--- src/rtl/dma_chopper_fsm.sv ---
// Chops one DMA transfer into block-sized (address, length) FIFO commands.
// Ports: clk, reset (sync, active-low), enable, transfer_length[31:0],
//   block_size[23:0], base_address[63:0], fifo_full in;
//   fifo_command_address[63:0], fifo_command_length[23:0],
//   fifo_last_command, fifo_write out.
// Build option CHOPPER_FSM_DONE_EN adds a one-cycle done output.
module dma_chopper_fsm (
  input  logic        clk,
  input  logic        reset,
  input  logic        enable,
  input  logic [31:0] transfer_length,
  input  logic [23:0] block_size,
  input  logic [63:0] base_address,
  input  logic        fifo_full,
  output logic [63:0] fifo_command_address,
  output logic [23:0] fifo_command_length,
  output logic        fifo_last_command,
`ifdef CHOPPER_FSM_DONE_EN
  output logic        fifo_write,
  output logic        done
`else
  output logic        fifo_write
`endif
);

  typedef enum logic [1:0] {
    IDLE,
    ISSUE,
    DONE
  } state_t;

  state_t      state;
  logic [31:0] remaining;
  logic [63:0] offset;

  logic        last;
  logic [23:0] cur_len;
  logic        zero_req;
  logic        issue;

  always_comb begin
    last     = remaining <= {8'd0, block_size};
    // When last, remaining fits in 24 bits.
    cur_len  = last ? remaining[23:0] : block_size;
    zero_req = (transfer_length == 32'd0) ||
               (block_size == 24'd0);
    issue    = state == ISSUE;
  end

  always_comb begin
    fifo_command_address = 64'd0;
    fifo_command_length  = 24'd0;
    fifo_last_command    = 1'b0;
    fifo_write           = 1'b0;
    if (issue) begin
      fifo_command_address = base_address + offset;
      fifo_command_length  = cur_len;
      fifo_last_command    = last;
      fifo_write           = !fifo_full;
    end
  end

  always_ff @(posedge clk) begin
    if (!reset) begin
      state     <= IDLE;
      remaining <= 32'd0;
      offset    <= 64'd0;
    end else begin
      unique case (state)
        IDLE: begin
          if (enable) begin
            remaining <= transfer_length;
            offset    <= 64'd0;
            state     <= zero_req ? DONE : ISSUE;
          end
        end
        ISSUE: begin
          if (!fifo_full) begin
            offset    <= offset + {40'd0, cur_len};
            remaining <= remaining - {8'd0, cur_len};
            if (last) state <= DONE;
          end
        end
        DONE: begin
          // Re-arm only after enable drops.
          if (!enable) state <= IDLE;
        end
        default: state <= IDLE;
      endcase
    end
  end

`ifdef CHOPPER_FSM_DONE_EN
  logic enter_done;

  always_comb begin
    enter_done = ((state == IDLE) && enable && zero_req) ||
                 (issue && !fifo_full && last);
  end

  always_ff @(posedge clk) begin
    if (!reset) done <= 1'b0;
    else        done <= enter_done;
  end
`endif

endmodule

--- config.mk ---
export PLATFORM = sky130hd
export DESIGN_NAME = dma_chopper_fsm
export DESIGN_NICKNAME = d
export VERILOG_FILES = /design/src/rtl/dma_chopper_fsm.sv
export SDC_FILE = /design/constraint.sdc
export NUM_CORES = 1
export LEC_CHECK = 0
export ABC_CLOCK_PERIOD_IN_PS = 6800
export CAP_MARGIN = 20
export CORE_ASPECT_RATIO = 0.6
export CORE_MARGIN = 1
export CORE_UTILIZATION = 55
export DETAILED_ROUTE_END_ITERATION = 16
export PLACE_DENSITY = 0.83
export SLEW_MARGIN = 10
export SYNTH_ARGS = -nofsm -noshare
export SYNTH_HDL_FRONTEND = slang
export SYNTH_SLANG_ARGS = --single-unit
--- constraint.sdc ---
create_clock -name clk -period 6.8 [get_ports clk]
set_clock_uncertainty 0.05 [all_clocks]
set_input_delay 1.7 -clock clk [delete_from_list [all_inputs] [get_ports clk]]
set_output_delay 1.7 -clock clk [all_outputs]
set_load 0.01 [all_outputs]
==> impl_results.html <==
<table>
<tr><th>Metric</th><th>Value</th></tr>
<tr><th colspan="2">CTS</th></tr>
<tr><td>Num CTS Buffers</td><td>9</td></tr>
<tr><td>Clock-pin slew of the registers on the worst-case setup and hold paths</td><td>0.07 ns</td></tr>
<tr><td>Number of H-tree branching levels</td><td>3</td></tr>
<tr><td>TritonCTS sink count</td><td>98</td></tr>
<tr><td>Maximum root-to-sink buffer count</td><td>2</td></tr>
<tr><td>Clock tree root buffer cell</td><td>clkbuf_16</td></tr>
<tr><td>TritonCTS clock tree</td><td>yes</td></tr>
<tr><td>Clock latency of the later-clocked register in the worst-skew pair</td><td>0.37 ns</td></tr>
<tr><th colspan="2">Route</th></tr>
<tr><td>DRT Wirelength</td><td>44800 um</td></tr>
<tr><td>Detail-routed net length per standard cell</td><td>just under 20 um</td></tr>
<tr><td>Vias post-DR</td><td>between 10k and 15k</td></tr>
<tr><td>Detail-routed via count per cell</td><td>6.17</td></tr>
<tr><td>Number of design-rule violations left by the first detailed-router iteration</td><td>1815</td></tr>
<tr><td>Number of nets with antenna violations after routing</td><td>0</td></tr>
<tr><td>Residual DRC count</td><td>0</td></tr>
<tr><td>Number of search-and-repair iterations in the first detailed-routing pass</td><td>5</td></tr>
<tr><th colspan="2">GRT</th></tr>
<tr><td>Tot GR Track Use</td><td>39.5%</td></tr>
<tr><td>Antenna violations before repair</td><td>1</td></tr>
<tr><td>Met3 track utilization from global routing</td><td>11.8%</td></tr>
<tr><td>Via count of the first global-routing pass</td><td>roughly 13k</td></tr>
<tr><td>Pin count of the biggest net entering global routing</td><td>72</td></tr>
<tr><td>Global-route wire length before repair</td><td>68500 um</td></tr>
<tr><td>Sum of overflow across all layers after global routing</td><td>0</td></tr>
<tr><td>Top Usage Layer GRT</td><td>met1</td></tr>
<tr><td>Global routing met2 resource utilization</td><td>55.7%</td></tr>
<tr><td>Fraction of met1 tracks used by global routing</td><td>58.9%</td></tr>
<tr><th colspan="2">Run status</th></tr>
<tr><td>Run status</td><td>complete, no violations</td></tr>
<tr><th colspan="2">Yosys</th></tr>
<tr><td>Largest cells by area after synthesis</td><td>dfxtp_1, ha_1, a21oi_1, nor2_1, a21o_1</td></tr>
<tr><td>Most repeated cell in the gate-level netlist after synthesis</td><td>nor2_1</td></tr>
<tr><td>Number of enable-type register cells in the synthesized netlist</td><td>0</td></tr>
<tr><td>Mean instance size in the synthesized netlist</td><td>around 7.2 um2</td></tr>
<tr><td>FFs w/ async S/R, synth</td><td>0%</td></tr>
<tr><td>Area share of the largest cell type after synthesis</td><td>roughly 17%</td></tr>
<tr><td>FF+latch count, synth</td><td>98</td></tr>
<tr><td>Synth cell types</td><td>88</td></tr>
<tr><td>Leading cell types by count after synthesis</td><td>nor2_1, a21oi_1, nand2_1</td></tr>
<tr><td>Post-synthesis cell type with the largest combined area</td><td>dfxtp_1</td></tr>
<tr><td>Proportion of synthesized chip area in sequential cells</td><td>16.6%</td></tr>
<tr><td>Synth Warn #</td><td>0</td></tr>
<tr><td>Dominant synthesized flop cell</td><td>dfxtp_1</td></tr>
<tr><td>Number of instances in the synthesized netlist</td><td>1646</td></tr>
<tr><td>Synthesized cell area</td><td>11800 um2</td></tr>
<tr><td>Net count after synthesis</td><td>1911</td></tr>
<tr><th colspan="2">Layout</th></tr>
<tr><td>N_diodes</td><td>0</td></tr>
<tr><td>Layout Cells excl Fill</td><td>2318</td></tr>
<tr><td>Layout area overhead</td><td>39.7%</td></tr>
<tr><td>Fin area</td><td>16500 um2</td></tr>
<tr><td>Layout cell share with drive strength beyond 1</td><td>~18%</td></tr>
<tr><td>Final-stage net count</td><td>2299</td></tr>
<tr><td>Final core utilization</td><td>78.4%</td></tr>
<tr><th colspan="2">Placed design</th></tr>
<tr><td>Number of I/O port buffers</td><td>213</td></tr>
<tr><td>Cell area after placement</td><td>about 16000 um2</td></tr>
<tr><td>Post-DP HPWL</td><td>35600 um</td></tr>
<tr><td>Placed cell count</td><td>around 2.3k</td></tr>
<tr><td>Worst-case setup slack after placement</td><td>-0.312 ns</td></tr>
<tr><td>Weighted congestion reported at the end of routability-driven placement</td><td>1.02</td></tr>
<tr><th colspan="2">Critical path</th></tr>
<tr><td>Crit Path Category</td><td>input pin to output port</td></tr>
<tr><td>Maximum fanout count along the critical path</td><td>13</td></tr>
<tr><td>Worst endpoint data arrival time</td><td>approximately 5.0 ns</td></tr>
<tr><td>Reg2reg setup slack</td><td>1.65 ns</td></tr>
<tr><td>Kind of end point of the critical path</td><td>output port</td></tr>
<tr><td>Worst r2r path cells</td><td>21</td></tr>
<tr><td>Crit start category</td><td>input pin</td></tr>
<tr><td>Reg2reg end</td><td>remaining[29]</td></tr>
<tr><td>Data required time at the worst endpoint</td><td>5.05 ns</td></tr>
<tr><td>Critical R2R Launch</td><td>remaining[31]</td></tr>
<tr><th colspan="2">Timing</th></tr>
<tr><td>Post-layout worst setup margin</td><td>0.0791 ns</td></tr>
<tr><td>RSZ-0062 raised after global routing</td><td>yes</td></tr>
<tr><td>Final critical-path required period</td><td>between 6 and 7 ns</td></tr>
<tr><td>Final setup violation count</td><td>0</td></tr>
<tr><td>Upper clock frequency limit</td><td>0.149 GHz</td></tr>
<tr><td>Final number of hold-violating endpoints</td><td>0</td></tr>
<tr><td>Period Utilization, post-route</td><td>between 90% and 100%</td></tr>
<tr><td>Worst-case headroom to the max-slew limit</td><td>40.0%</td></tr>
<tr><td>Number of slew-limit violations in the final report</td><td>0</td></tr>
<tr><td>Actual transition at the worst max-transition pin</td><td>0.896 ns</td></tr>
<tr><th colspan="2">Min path</th></tr>
<tr><td>Min-Delay Startpoint</td><td>offset[19]</td></tr>
<tr><td>Depth of the worst hold-timing path</td><td>2</td></tr>
<tr><td>Class of the most critical hold timing path</td><td>flip-flop to flip-flop</td></tr>
<tr><td>Hold-critical path endpoint</td><td>offset[19]</td></tr>
<tr><th colspan="2">Floorplanning</th></tr>
<tr><td>Number of rows in the core area</td><td>just over 40</td></tr>
<tr><td>Die outline width</td><td>roughly 190 um</td></tr>
<tr><td>IO Count</td><td>around 210</td></tr>
<tr><td>Area inside the core boundary</td><td>21000 um2</td></tr>
<tr><td>Die height</td><td>116 um</td></tr>
<tr><td>DIE AREA</td><td>22100 um2</td></tr>
<tr><td>Starting density of the core</td><td>56.2%</td></tr>
<tr><th colspan="2">Power</th></tr>
<tr><td>Total design power</td><td>3.70 mW</td></tr>
<tr><td>Worst vdd rail ir drop</td><td>approximately 210 uV</td></tr>
<tr><td>Static Leak</td><td>approximately 8 nW</td></tr>
<tr><td>Power per cell area</td><td>224 nW/um2</td></tr>
<tr><th colspan="2">Run</th></tr>
<tr><td>Max-cap check violation count</td><td>0</td></tr>
</table>
[metal layers]
| metal | vias to the layer above | part of all wire [%] |
|---|---|---|
| li1 | 6748 | - |
| met1 | 6647 | 46 |
| met2 | 839 | 39 |
| met3 | 74 | 13 |
| met4 | 2 | 1.4 |
| met5 | - | 0.029 |
[area by class of cell]
| class | count | area, um2 |
|---|---|---|
| multi-input cells | 1390 | 9550 |
| fillers | 1564 | 4530 |
| repair buffers | 452 | 4020 |
| clock inverters | 4 | 50.0 |
| clock buffers | 12 | 256 |
| inverters | 83 | 312 |
| flip-flops and latches | 98 | 1960 |
| well taps | 279 | 349 |
[worst max-delay path, cell delays in order]
cell and delay, ns:
clkdlybuf4s50_1 0.47, inv_1 0.06, ha_1 0.30, buf_4 0.10, nand4_1 0.20, nor3_1 0.56
a21oi_1 0.15, a21o_1 0.21, buf_8 0.16, nor2_1 0.14, a21oi_2 0.08, buf_4 0.17
nor2_1 0.10, clkdlybuf4s50_1 0.56
[cell families after synthesis]
| kind of cell | Yosys count | synth area share (%) |
|---|---|---|
| compound gates | 519 | 28.8 |
| xor+xnor | 121 | 8.97 |
| fa+ha+maj | 141 | 15.1 |
| buf+inv | 158 | 5.36 |
| flops | 98 | 16.6 |
| mux | 6 | 0.519 |
| simple gates | 603 | 24.7 |
[worst max path at each step]
stage	slack [ns]	depth (start not counted)	to	start
5_1_grt	-0.05	16	fifo_command_length[2]	block_size[17]
3_5_place_dp	-0.31	15	fifo_command_address[60]	base_address[0]
4_1_cts	0.005	16	fifo_command_address[56]	base_address[0]
3_3_place_gp	-0.26	15	fifo_command_address[60]	base_address[0]
6_report	0.08	14	fifo_command_length[5]	block_size[17]
2_1_floorplan	0.92	23	remaining[25]	block_size[9]
[registers in the layout (all words and copies together) (netlist names)]
name and flops:
remaining 32, state 2, offset 64
[where the power goes]
group	internal, mW	total [mW]	switching [mW]	leakage, nW
clock	0.306	0.563	0.257	0.145
sequential	0.629	0.714	0.0849	0.798
combinational	1.11	2.42	1.31	7.22
total	2.04	3.70	1.65	8.16
[placed cells by master, fill, tap and decap left out, types with 42 or more instances in the layout]
master / netlist / routed
o21ai_0: 76 / 74
nand3_1: 43 / 42
inv_1: 82 / 82
buf_4: 1 / 234
xor2_1: 63 / 63
ha_1: 138 / 132
a21oi_1: 167 / 141
clkdlybuf4s50_1: 0 / 171
xnor2_1: 58 / 58
dfxtp_1: 98 / 98
a21o_1: 76 / 76
nor2_1: 204 / 202
nand2_1: 146 / 145
[metrics by stage]
step | hold WS (ns) | setup TNS (ns)
floorplan | 0.399 | 0
CTS | 0.434 | 0
global route | 0.446 | -0.164
global placement | 0.422 | -2.54
finish | 0.432 | 0
detailed placement | 0.424 | -5.90
[repair_timing]
item	4_1_cts	5_1_grt
pin swaps	3	15
buffers inserted	1	3
gates resized for setup	29	92
endpoints found under the setup margin	23	95
hold buffers	0	0
cloned	0	0
Power figures use the tool's default switching activity.
